$ cat config.mk
export PLATFORM = sky130hd
export DESIGN_NAME = keypad_scanner
export DESIGN_NICKNAME = d
export VERILOG_FILES = /design/src/rtl/keypad_pkg.sv /design/src/rtl/keypad_decoder.sv /design/src/rtl/keypad_scanner.sv
export SDC_FILE = /design/constraint.sdc
export NUM_CORES = 1
export LEC_CHECK = 0
export ABC_AREA = 1
export CAP_MARGIN = 20
export CORE_UTILIZATION = 25
export CTS_CLUSTER_DIAMETER = 60
export CTS_CLUSTER_SIZE = 20
export DETAILED_ROUTE_END_ITERATION = 6
export GPL_ROUTABILITY_DRIVEN = 0
export SETUP_SLACK_MARGIN = 0.4
export SLEW_MARGIN = 20
export SYNTH_ARGS = -nofsm -noshare
export SYNTH_HDL_FRONTEND = slang
export SYNTH_SLANG_ARGS = --single-unit
$ cat constraint.sdc
create_clock -name clk -period 2.3 [get_ports clk]
set_clock_uncertainty 0.2 [all_clocks]
set_input_delay 0.69 -clock clk [delete_from_list [all_inputs] [get_ports clk]]
set_output_delay 0.69 -clock clk [all_outputs]
set_load 0.005 [all_outputs]
$ cat src/rtl/keypad_pkg.sv
// Shared types and constants for the 4x4 keypad scanner.
// Holds the FSM state enum, the key map and the row decoding helper.
package keypad_pkg;

    typedef enum logic [1:0] {
        S_SCAN  = 2'd0,
        S_PRESS = 2'd1,
        S_HOLD  = 2'd2
    } state_t;

    localparam logic [3:0] IDLE_ROWS = 4'b1111;

    // Nibble {row,col} holds the hex label of that key; row 0 is the lowest 16 bits.
    localparam logic [63:0] KEY_MAP = 64'hDF0E_C987_B654_A321;

    // Returns {single_row_low, row_index}; anything other than one low row is not a key.
    function automatic logic [2:0] decode_rows(input logic [3:0] r);
        case (r)
            4'b1110: return {1'b1, 2'd0};
            4'b1101: return {1'b1, 2'd1};
            4'b1011: return {1'b1, 2'd2};
            4'b0111: return {1'b1, 2'd3};
            default: return 3'b000;
        endcase
    endfunction

endpackage

$ cat src/rtl/keypad_decoder.sv
// Combinational key lookup: (row index, column index) -> hex key code.
module keypad_decoder
    import keypad_pkg::*;
(
    input  logic [1:0] row,
    input  logic [1:0] col,
    output logic [3:0] key_code
);

    assign key_code = KEY_MAP[{row, col, 2'b00} +: 4];

endmodule

$ cat src/rtl/keypad_scanner.sv
// Column-scanning 4x4 keypad controller with single-press reporting.
// Define KEYPAD_SYNC_EN to insert a two-flop synchronizer on the row inputs.
module keypad_scanner
    import keypad_pkg::*;
#(
    parameter logic [23:0] SCAN_DIV = 24'd48000
) (
    input  logic       clk,
    input  logic       reset,
    input  logic [3:0] rows,
    output logic [3:0] cols,
    output logic [3:0] key_code,
    output logic       key_valid
);

    logic [3:0] rows_fsm;

`ifdef KEYPAD_SYNC_EN
    logic [3:0] rows_meta;
    logic [3:0] rows_sync;

    always_ff @(posedge clk) begin
        if (reset) begin
            rows_meta <= IDLE_ROWS;
            rows_sync <= IDLE_ROWS;
        end else begin
            rows_meta <= rows;
            rows_sync <= rows_meta;
        end
    end

    assign rows_fsm = rows_sync;
`else
    assign rows_fsm = rows;
`endif

    state_t      state;
    state_t      state_next;
    logic [1:0]  col_idx;
    logic [1:0]  col_next;
    logic [23:0] count;
    logic [23:0] count_next;
    logic        load_code;
    logic        row_hit;
    logic [1:0]  row_idx;
    logic [3:0]  decoded;

    assign {row_hit, row_idx} = decode_rows(rows_fsm);

    keypad_decoder u_decoder (
        .row      (row_idx),
        .col      (col_idx),
        .key_code (decoded)
    );

    always_comb begin
        state_next = state;
        col_next   = col_idx;
        count_next = count;
        load_code  = 1'b0;
        case (state)
            S_SCAN: begin
                if (count == SCAN_DIV - 24'd1) begin
                    count_next = '0;
                    if (row_hit) begin
                        state_next = S_PRESS;
                        load_code  = 1'b1;
                    end else begin
                        col_next = col_idx + 2'd1;
                    end
                end else begin
                    count_next = count + 24'd1;
                end
            end
            S_PRESS: state_next = S_HOLD;
            S_HOLD: begin
                // The column stays parked on the held key until every row is released.
                if (rows_fsm == IDLE_ROWS) begin
                    col_next   = col_idx + 2'd1;
                    count_next = '0;
                    state_next = S_SCAN;
                end
            end
            default: state_next = S_SCAN;
        endcase
    end

    always_ff @(posedge clk) begin
        if (reset) begin
            state    <= S_SCAN;
            col_idx  <= 2'd0;
            count    <= '0;
            key_code <= 4'h0;
        end else begin
            state   <= state_next;
            col_idx <= col_next;
            count   <= count_next;
            if (load_code) begin
                key_code <= decoded;
            end
        end
    end

    assign cols      = ~(4'b0001 << col_idx);
    assign key_valid = (state == S_PRESS) && !reset;

endmodule
### After elaboration in Yosys (flattened, before gate mapping)

Cells that the tools add are included.

| operators by class | value |
|---|---|
| add/subtract/negate cells | 2 |
| multiply operators | 0 |
| div/mod/pow operators | 0 |
| magnitude comparators | 0 |
| equal/unequal tests | 12 |
| shifts and indexed selects | 2 |
| muxes and demuxes | 15 |
| bitwise logic cells | 1 |
| reductions and logical operators | 7 |

Operators by type and width:

| operator | number |
|---|---|
| variable part select 64 x 7 -> 4 bit, first input constant | 1 |
| two-way mux 24 bit | 2 |
| one-hot mux 24 bit (2 select lines) | 1 |
| adder 24 x 1 -> 24 bit, second input constant | 1 |
| == test 24 x 16 -> 1 bit, second input constant | 1 |
| == test 4 bit, second input constant | 4 |
| two-way mux 2 bit | 6 |
| one-hot mux 3 bit (4 select lines) | 1 |
| != test 2 bit, second input constant | 4 |
| one-hot mux 2 bit (3 select lines) | 1 |
| == test 4 x 3 -> 1 bit, second input constant | 1 |
| inverter 4 bit | 1 |
| one-hot mux 2 bit (2 select lines) | 1 |
| AND reduction 4 bit | 1 |
| << shifter 1 x 2 -> 4 bit, first input constant | 1 |
| two-way mux 1 bit | 3 |
| AND reduction 3 bit | 1 |
| adder 2 x 1 -> 2 bit, second input constant | 1 |
| == test 2 x 1 -> 1 bit, second input constant | 1 |
| == test 2 bit, second input constant | 1 |
| zero test 2 bit | 1 |
| AND reduction 2 bit | 1 |
| nonzero test 2 bit | 1 |
| logical AND 1 bit | 1 |
| zero test 1 bit | 1 |

| storage, ports and cells | value |
|---|---|
| register bits after elaboration | 32 |
| bits in latches | 0 |
| bits in writable memories | 0 |
| ROM bits | 0 |
| memories kept | 0 |

### Logic depth before layout (Yosys ltp)

| logic depth | value |
|---|---|
| word-level depth | 5 |
| mapped depth | 11 |

### By module

Synthesis repeated with hierarchy kept, for this count alone.

| second synthesis, totals | value |
|---|---|
| cells, all modules | 380 |
| area total of the unflattened synthesis | 2272.2 µm² |

Modules (own cells, without submodules):

| module | times used | cells an instance | area an instance (µm²) | seq. area each (µm²) |
|---|---|---|---|---|
| keypad_scanner | 1 | 342 | 2079.5 | 640.6 |
| keypad_decoder | 1 | 38 | 192.7 | 0.0 |

### Worst setup path before layout

No wires, ideal clock.

| timing | value |
|---|---|
| kind | input to output |
| from | input port reset |
| to | output port key_valid |
| data arrival time | 0.984 ns |
| data required time | 1.410 ns |
| setup slack | 0.426 ns |
| cell stages on the path | 2 |
| path through | clkbuf_1 nor2_1 |

| on the way | value |
|---|---|
| longest elaborated chain between the ends | 2 |

Ends and longest elaborated chain:

| item | RTL line | text |
|---|---|---|
| start, declared | keypad_scanner.sv:9 | `input logic reset,` |
| zero test 1 bit | keypad_scanner.sv:105 | `assign key_valid = (state == S_PRESS) && !reset;` |
| logical AND 1 bit | keypad_scanner.sv:105 |  |
| end, declared | keypad_scanner.sv:13 | `output logic key_valid` |

Every way passes these cells.

### Final worst setup path

| timing | value |
|---|---|
| from | register col_idx[0] |
| to | output port cols[0] |

| on the way | value |
|---|---|
| longest elaborated chain between the ends | 2 |

Ends and longest elaborated chain:

| item | RTL line | text |
|---|---|---|
| start, declared | keypad_scanner.sv:39 | `logic [1:0] col_idx;` |
| start signal, assigned | keypad_scanner.sv:96 | `col_idx <= col_next;` |
| << shifter 1 x 2 -> 4 bit | keypad_scanner.sv:104 | `assign cols = ~(4'b0001 << col_idx);` |
| inverter 4 bit | keypad_scanner.sv:104 |  |
| end, declared | keypad_scanner.sv:11 | `output logic [3:0] cols,` |

Every way passes these cells.

==> flow_summary.yaml <==
worst_setup_path:
  crit_path_top_delay_cell: "dfxtp_4"
  worstPathRequired_ps: 1410
  r2r_slack_ps: 460
  path_delay_family: "flip-flops"
  critPathMaxStageDelay_ps: 370
  setup.worst_path.start_class: "register"
  reg2regPathDepth: 11
  cp.arrival_ps: 1100
  path_buf_inv: 4
  r2r-start: "count[0]"
  path_cells: "inv_4 -> buf_12 -> ha_4 -> inv_2 -> buf_6"
  critical_path_class: "reg -> out"
  worstSetupEndpointType: "output port"
  regToRegEndpoint: "count[20]"
  cp_max_fo: 2
route:
  dr_wl_met3_um: 215
  wl_met1_um: 2780
  first_pass_iters: 4
  wl_met2_um: 2930
  topRoutingLayerUsed: "met4"
  drc: 0
  wl_per_cell_um: 12.0
  via_per_inst: 4.60
  ant_nets: 0
  drt-total-wl_um: 6000
  vias: 2307
  drtIter0Drc: 102
power_and_ir_drop:
  p_sw_mw: 0.270
  seq_power_share: 0.530
  p_leak_nw: 1.24
  switching_share: 0.254
  pwr-share-comb: 0.087
  internal-power_mw: 0.791
  p_clk_frac: 0.383
  power_density_nw_per_um2: 361
  peakVddDrop_uv: 157
synth:
  async_reset_ff_frac: 0
  synthesis.area_um2: 2130
  syn_area_per_cell_um2: 6.11
  yosys.area_share.simple: 0.448
  synthAdderAreaFrac: 0.0411
  synth_top_family_by_area: "simple AND/OR/NAND/NOR gates"
  synthCells: 349
  synth_edf_count: 0
  synth-main-ff-cell: "dfxtp_1"
  synth.distinct_cells: 29
  synth-seq-area-share: 0.300
  yosysWarningCount: 0
  yosysMostFrequentCell: "nand2_1"
  synth_top_cell_area_share: 0.300
  syn_nets: 362
  synth-compound-area-share: 0.0833
  synth_mux_area_frac: 0
  synth-seq-cells: 32
  synthTopCellsByArea: "dfxtp_1 (30%), nand2_1 (15%), nor2_1 (11%)"
  ys_top_cells_by_count: "nand2_1 (85), nor2_1 (62), inv_1 (47)"
  synth.largest_area_cell: "dfxtp_1"
  synth-xor-area-share: 0.0205
die:
  die-height_um: 94.4
  placementRows: 33
  die_area_um2: 8900
  fp.dieW_um: 94.4
  initial_core_util: 0.259
  io_pins: 15
  core_area_um2: 8220
layout:
  final_nets: 411
  n_antenna_cell: 0
  drive_above_1_share: 0.275
  fin_area_um2: 2940
  final_util: 0.358
  final_cells: 501
  num-fill-cells: 862
  synthToLayoutAreaGrowth_pct: 38.0
sta:
  rsz0062_at_grt: "true"
  fin_crit_ps: 1990
  fin_crit_sh: 0.864
  hold_viol_final: 0
  finalMaxSlewViolations: 0
  setup_violations: 0
  fmax_mhz: 503
  worstMarginPinSlew_ps: 518
  slew_headroom: 0.654
cts:
  clockBufferDepth: 2
  root_buffer: "clkbuf_8"
  clock_sinks: 32
  htreeDepth: 2
  clk_latency_ps: 290
  path_clk_slew_ps: 70
  cts_hold_buf: 0
  cts_inserted_buffers: 5
  tritoncts: "yes"
placement:
  portBuffers: 14
  hpwl_um: 4170
  place_area_um2: 2540
  dpl.cell_count: 485
flow_run:
  maxCapViolations: 0
min_path:
  min_from: "count[0]"
  hold_end: "count[0]"
  hold_class: "reg -> reg"
  whs_path_depth: 2
grt:
  grt_max_degree: 17
  antenna_found_initial: 0
  grt_pass1_vias: 2160
  grt.total_usage: 0.139
  grt_overflow: 0
  grt_first_pass_wirelength_um: 9660
outcome:
  status: "complete, no violations"
## state kept, by name, summed over array words and instances, names as in the netlist
name	flops
state	2
col_idx	2
count	24
key_code	4
## kinds of logic after synthesis
| group | count (synthesis) |
|---|---|
| and+or+nand+nor | 217 |
| buffers and inverters | 54 |
| AOI/OAI and AO/OA | 34 |
| DFF | 32 |
| adders and majority gates | 7 |
| xor gates and xnor gates | 5 |
## area by class of cell
type | count | area (µm²) | share of cell area
Inverter | 48 | 188 | 0.0638
Tap cell | 105 | 131 | 0.0446
Clock buffer | 5 | 68.8 | 0.0234
Timing Repair Buffer | 47 | 425 | 0.145
Multi-Input combinational cell | 264 | 1480 | 0.502
Sequential cell | 32 | 653 | 0.222
## tightest hold or removal path, cell delays in order, from the launching register on
cell	delay, ps
dfxtp_2	340
nand2_1	60
a21oi_1	50
## cells in the final DEF (no fill, tap or decap), types with 10 or more instances in the layout
master | synthesis | routed
nor2_1 | 62 | 54
dfxtp_1 | 32 | 26
nand2_1 | 85 | 76
nand2_2 | 4 | 10
inv_1 | 47 | 36
a21oi_1 | 15 | 13
buf_4 | 1 | 25
o21ai_0 | 15 | 11
nand3_1 | 29 | 25
nor3_1 | 19 | 15
## worst max-delay path by stage
stage | start | end | slack [ps] | depth (start not counted)
6_report | col_idx[0] | cols[0] | 310 | 5
5_1_grt | col_idx[0] | cols[0] | 270 | 5
4_1_cts | reset | key_valid | 270 | 3
3_5_place_dp | reset | key_valid | -310 | 3
3_3_place_gp | reset | key_valid | -310 | 3
2_1_floorplan | reset | key_valid | 430 | 2
## power by group through the flow
stage          Clock (mW)  Sequential, mW  Combinational (mW)
2_1_floorplan           0           0.574              0.0400
3_3_place_gp            0           0.575              0.0716
3_5_place_dp            0           0.575              0.0732
4_1_cts             0.415           0.561              0.0748
5_1_grt             0.435           0.563               0.102
6_report            0.406           0.562              0.0921
## stage by stage
stage	setup slack, ps	total power [mW]	setup TNS [ps]	hold WS [ps]
floorplan	426	0.614	0	255
global placement	-314	0.646	-2330	267
detailed placement	-306	0.648	-2820	275
CTS	268	1.05	0	286
global route	273	1.10	0	316
finish	312	1.06	0	291
## routing by layer
layer / track usage / vias to the layer above
met3: 0.0250 / 8
met5: 0 / -
met1: 0.162 / 1058
li1: - / 1206
met2: 0.250 / 35
met4: 0.0551 / 0
## timing repair
item	in CTS	in global routing
gates resized for setup	61	51
buffers inserted	4	5
setup endpoints to repair	40	31
cloned	1	1
pin swaps	7	24
No activity file was read; power rests on OpenSTA's default activity.
==> edit (config.mk and constraints unchanged) <==
Register the outputs `cols` and `key_valid`, with the module's reset; this adds one clock of latency there. The other outputs are not delayed to match.
--- a/src/rtl/keypad_scanner.sv
+++ b/src/rtl/keypad_scanner.sv
@@ -102,6 +102,13 @@
     end
 
-    assign cols      = ~(4'b0001 << col_idx);
-    assign key_valid = (state == S_PRESS) && !reset;
+    always_ff @(posedge clk) begin
+        if (reset) begin
+            cols      <= '0;
+            key_valid <= '0;
+        end else begin
+            cols      <= ~(4'b0001 << col_idx);
+            key_valid <= (state == S_PRESS) && !reset;
+        end
+    end
 
 endmodule
Function: changed (Yosys sat finds a counterexample within 4 cycles, from zero or initial values and one cycle with reset high).
==> edit against the unedited design <==
Final area barely moved. Synthesized area increased by 11%. Global-route usage is 0.85 points lower. Routed wire length decreased by 1.5%. Worst hold slack lost 0.016 ns. Total power up 35%. Non-clock buffer count shrank 13. Sequential cell count is 5 higher. Fmax grew 9.7%. Setup slack improved by 0.17 ns. First-iteration DRC count is 11% higher. Via count is 1.3% higher. Critical path type is now reg -> reg. Largest power group is now clock. Highest routed layer unchanged.
==> edit: results (changes against the unedited design) <==
metric;value;unit;change
outcome;finished, final reports clean;;unchanged
clk_path_buf_depth;2;;unchanged
grt_pass1_wl;10.3;mm;was 9.66 mm
r2r_cells;7;;was 11
min_path_cells;2;;unchanged
synth_fp_nets;386;;was 362
fin_nets;423;;was 411
drt_wl_total;5.91;mm;was 6.00 mm
hold_start;count[0];;unchanged
synth_area_leaders;dfxtp_1 31%, nand2_1 16%, nor2_1 11%;;was dfxtp_1 30%, nand2_1 15%, nor2_1 11%
dp_cells;513;;was 485
dp_slack;-0.201;ns;was -0.306 ns
finalCriticalPeriod;1.81;ns;was 1.99 ns
synthMuxAreaShare;0;%;unchanged
leakage;1.33;nW;was 1.24 nW
ys_types;29;;unchanged
synthTopCellsByCount;103 x nand2_1, 69 x nor2_1, 52 x inv_1;;was 85 x nand2_1, 62 x nor2_1, 47 x inv_1
rr_endpoint;count[14];;was count[20]
tightest_slew;0.371;ns;was 0.518 ns
globalRouteTotalUtil;13.0;%;was 13.9%
synth_fa_ha_area_share;3.71;%;was 4.11%
placed_cell_area;2770;µm²;was 2540 µm²
critical_path.top_delay_family;simple AND/OR/NAND/NOR gates;;was flip-flops
r2r_slack;0.49;ns;was 0.46 ns
hold_end;count[0];;unchanged
endpoint;count[14];;was cols[0]
path_max_fanout;6;;was 2
synth_top_family_by_area;simple AND/OR/NAND/NOR gates;;unchanged
antenna_found_initial;0;;unchanged
clk_pin_slew;0.09;ns;was 0.07 ns
hpwl;4.67;mm;was 4.17 mm
seq_area_frac_synth;31.4;%;was 30.0%
grt_max_degree;15;;was 17
insertion_delay;0.30;ns;
drt-initial-drc-count;113;;was 102
startpoint;count[1];;was col_idx[0]
yosys_warnings;0;;unchanged
critPathMaxStageDelay;0.36;ns;
clockRootBuffer;clkbuf_8;;unchanged
cp_slowest_cell;nor3_4;;was dfxtp_4
irDropWorstVdd;0.281;mV;was 0.157 mV
antenna_cells;0;;unchanged
reg_top3;count x24, cols x4, key_code x4;;was count x24, key_code x4
port_buffers;14;;unchanged
avgViaCountPerCell;4.48;;was 4.60
synth_xor_area_share;1.48;%;was 2.05%
holdCritPathClass;reg -> reg;;unchanged
async_flop_share;0;%;unchanged
drive_above_1_share;19.2;%;was 27.5%
via_count;2338;;was 2307
hold_ws;0.275;ns;was 0.291 ns
synth-compound-area-share;6.15;%;was 8.33%
syn_inst;373;;was 349
cp.arrival;1.81;ns;was 1.10 ns
-- edit: what timing repair did --
| item | 4_1_cts | 5_1_grt |
|---|---|---|
| buffers inserted | 0 | 1 |
| setup endpoints to repair | 40 | 29 |
| pin swaps | 3 | 6 |
| gates resized for setup | 21 | 21 |
-- edit: final cells by class --
class,count,area (µm²)
Multi-Input combinational cell,277,1430
Fill cell,1016,6250
Sequential cell,37,744
Inverter,55,206
Tap cell,111,139
Clock buffer,5,68.8
Clock inverter,3,68.8
Timing Repair Buffer,34,292
-- edit: routing by layer --
layer | up-vias | global-route usage [%] | routed length (µm)
met5 | - | 0 | 0
met4 | 0 | 4.19 | 66
met3 | 8 | 2.60 | 283
met2 | 49 | 22.9 | 2790
met1 | 1056 | 16.1 | 2770
li1 | 1225 | - | -
-- edit: power by group --
group | switching, mW | internal [mW]
combinational | 0.0459 | 0.0342
clock | 0.266 | 0.437
sequential | 0.00471 | 0.648
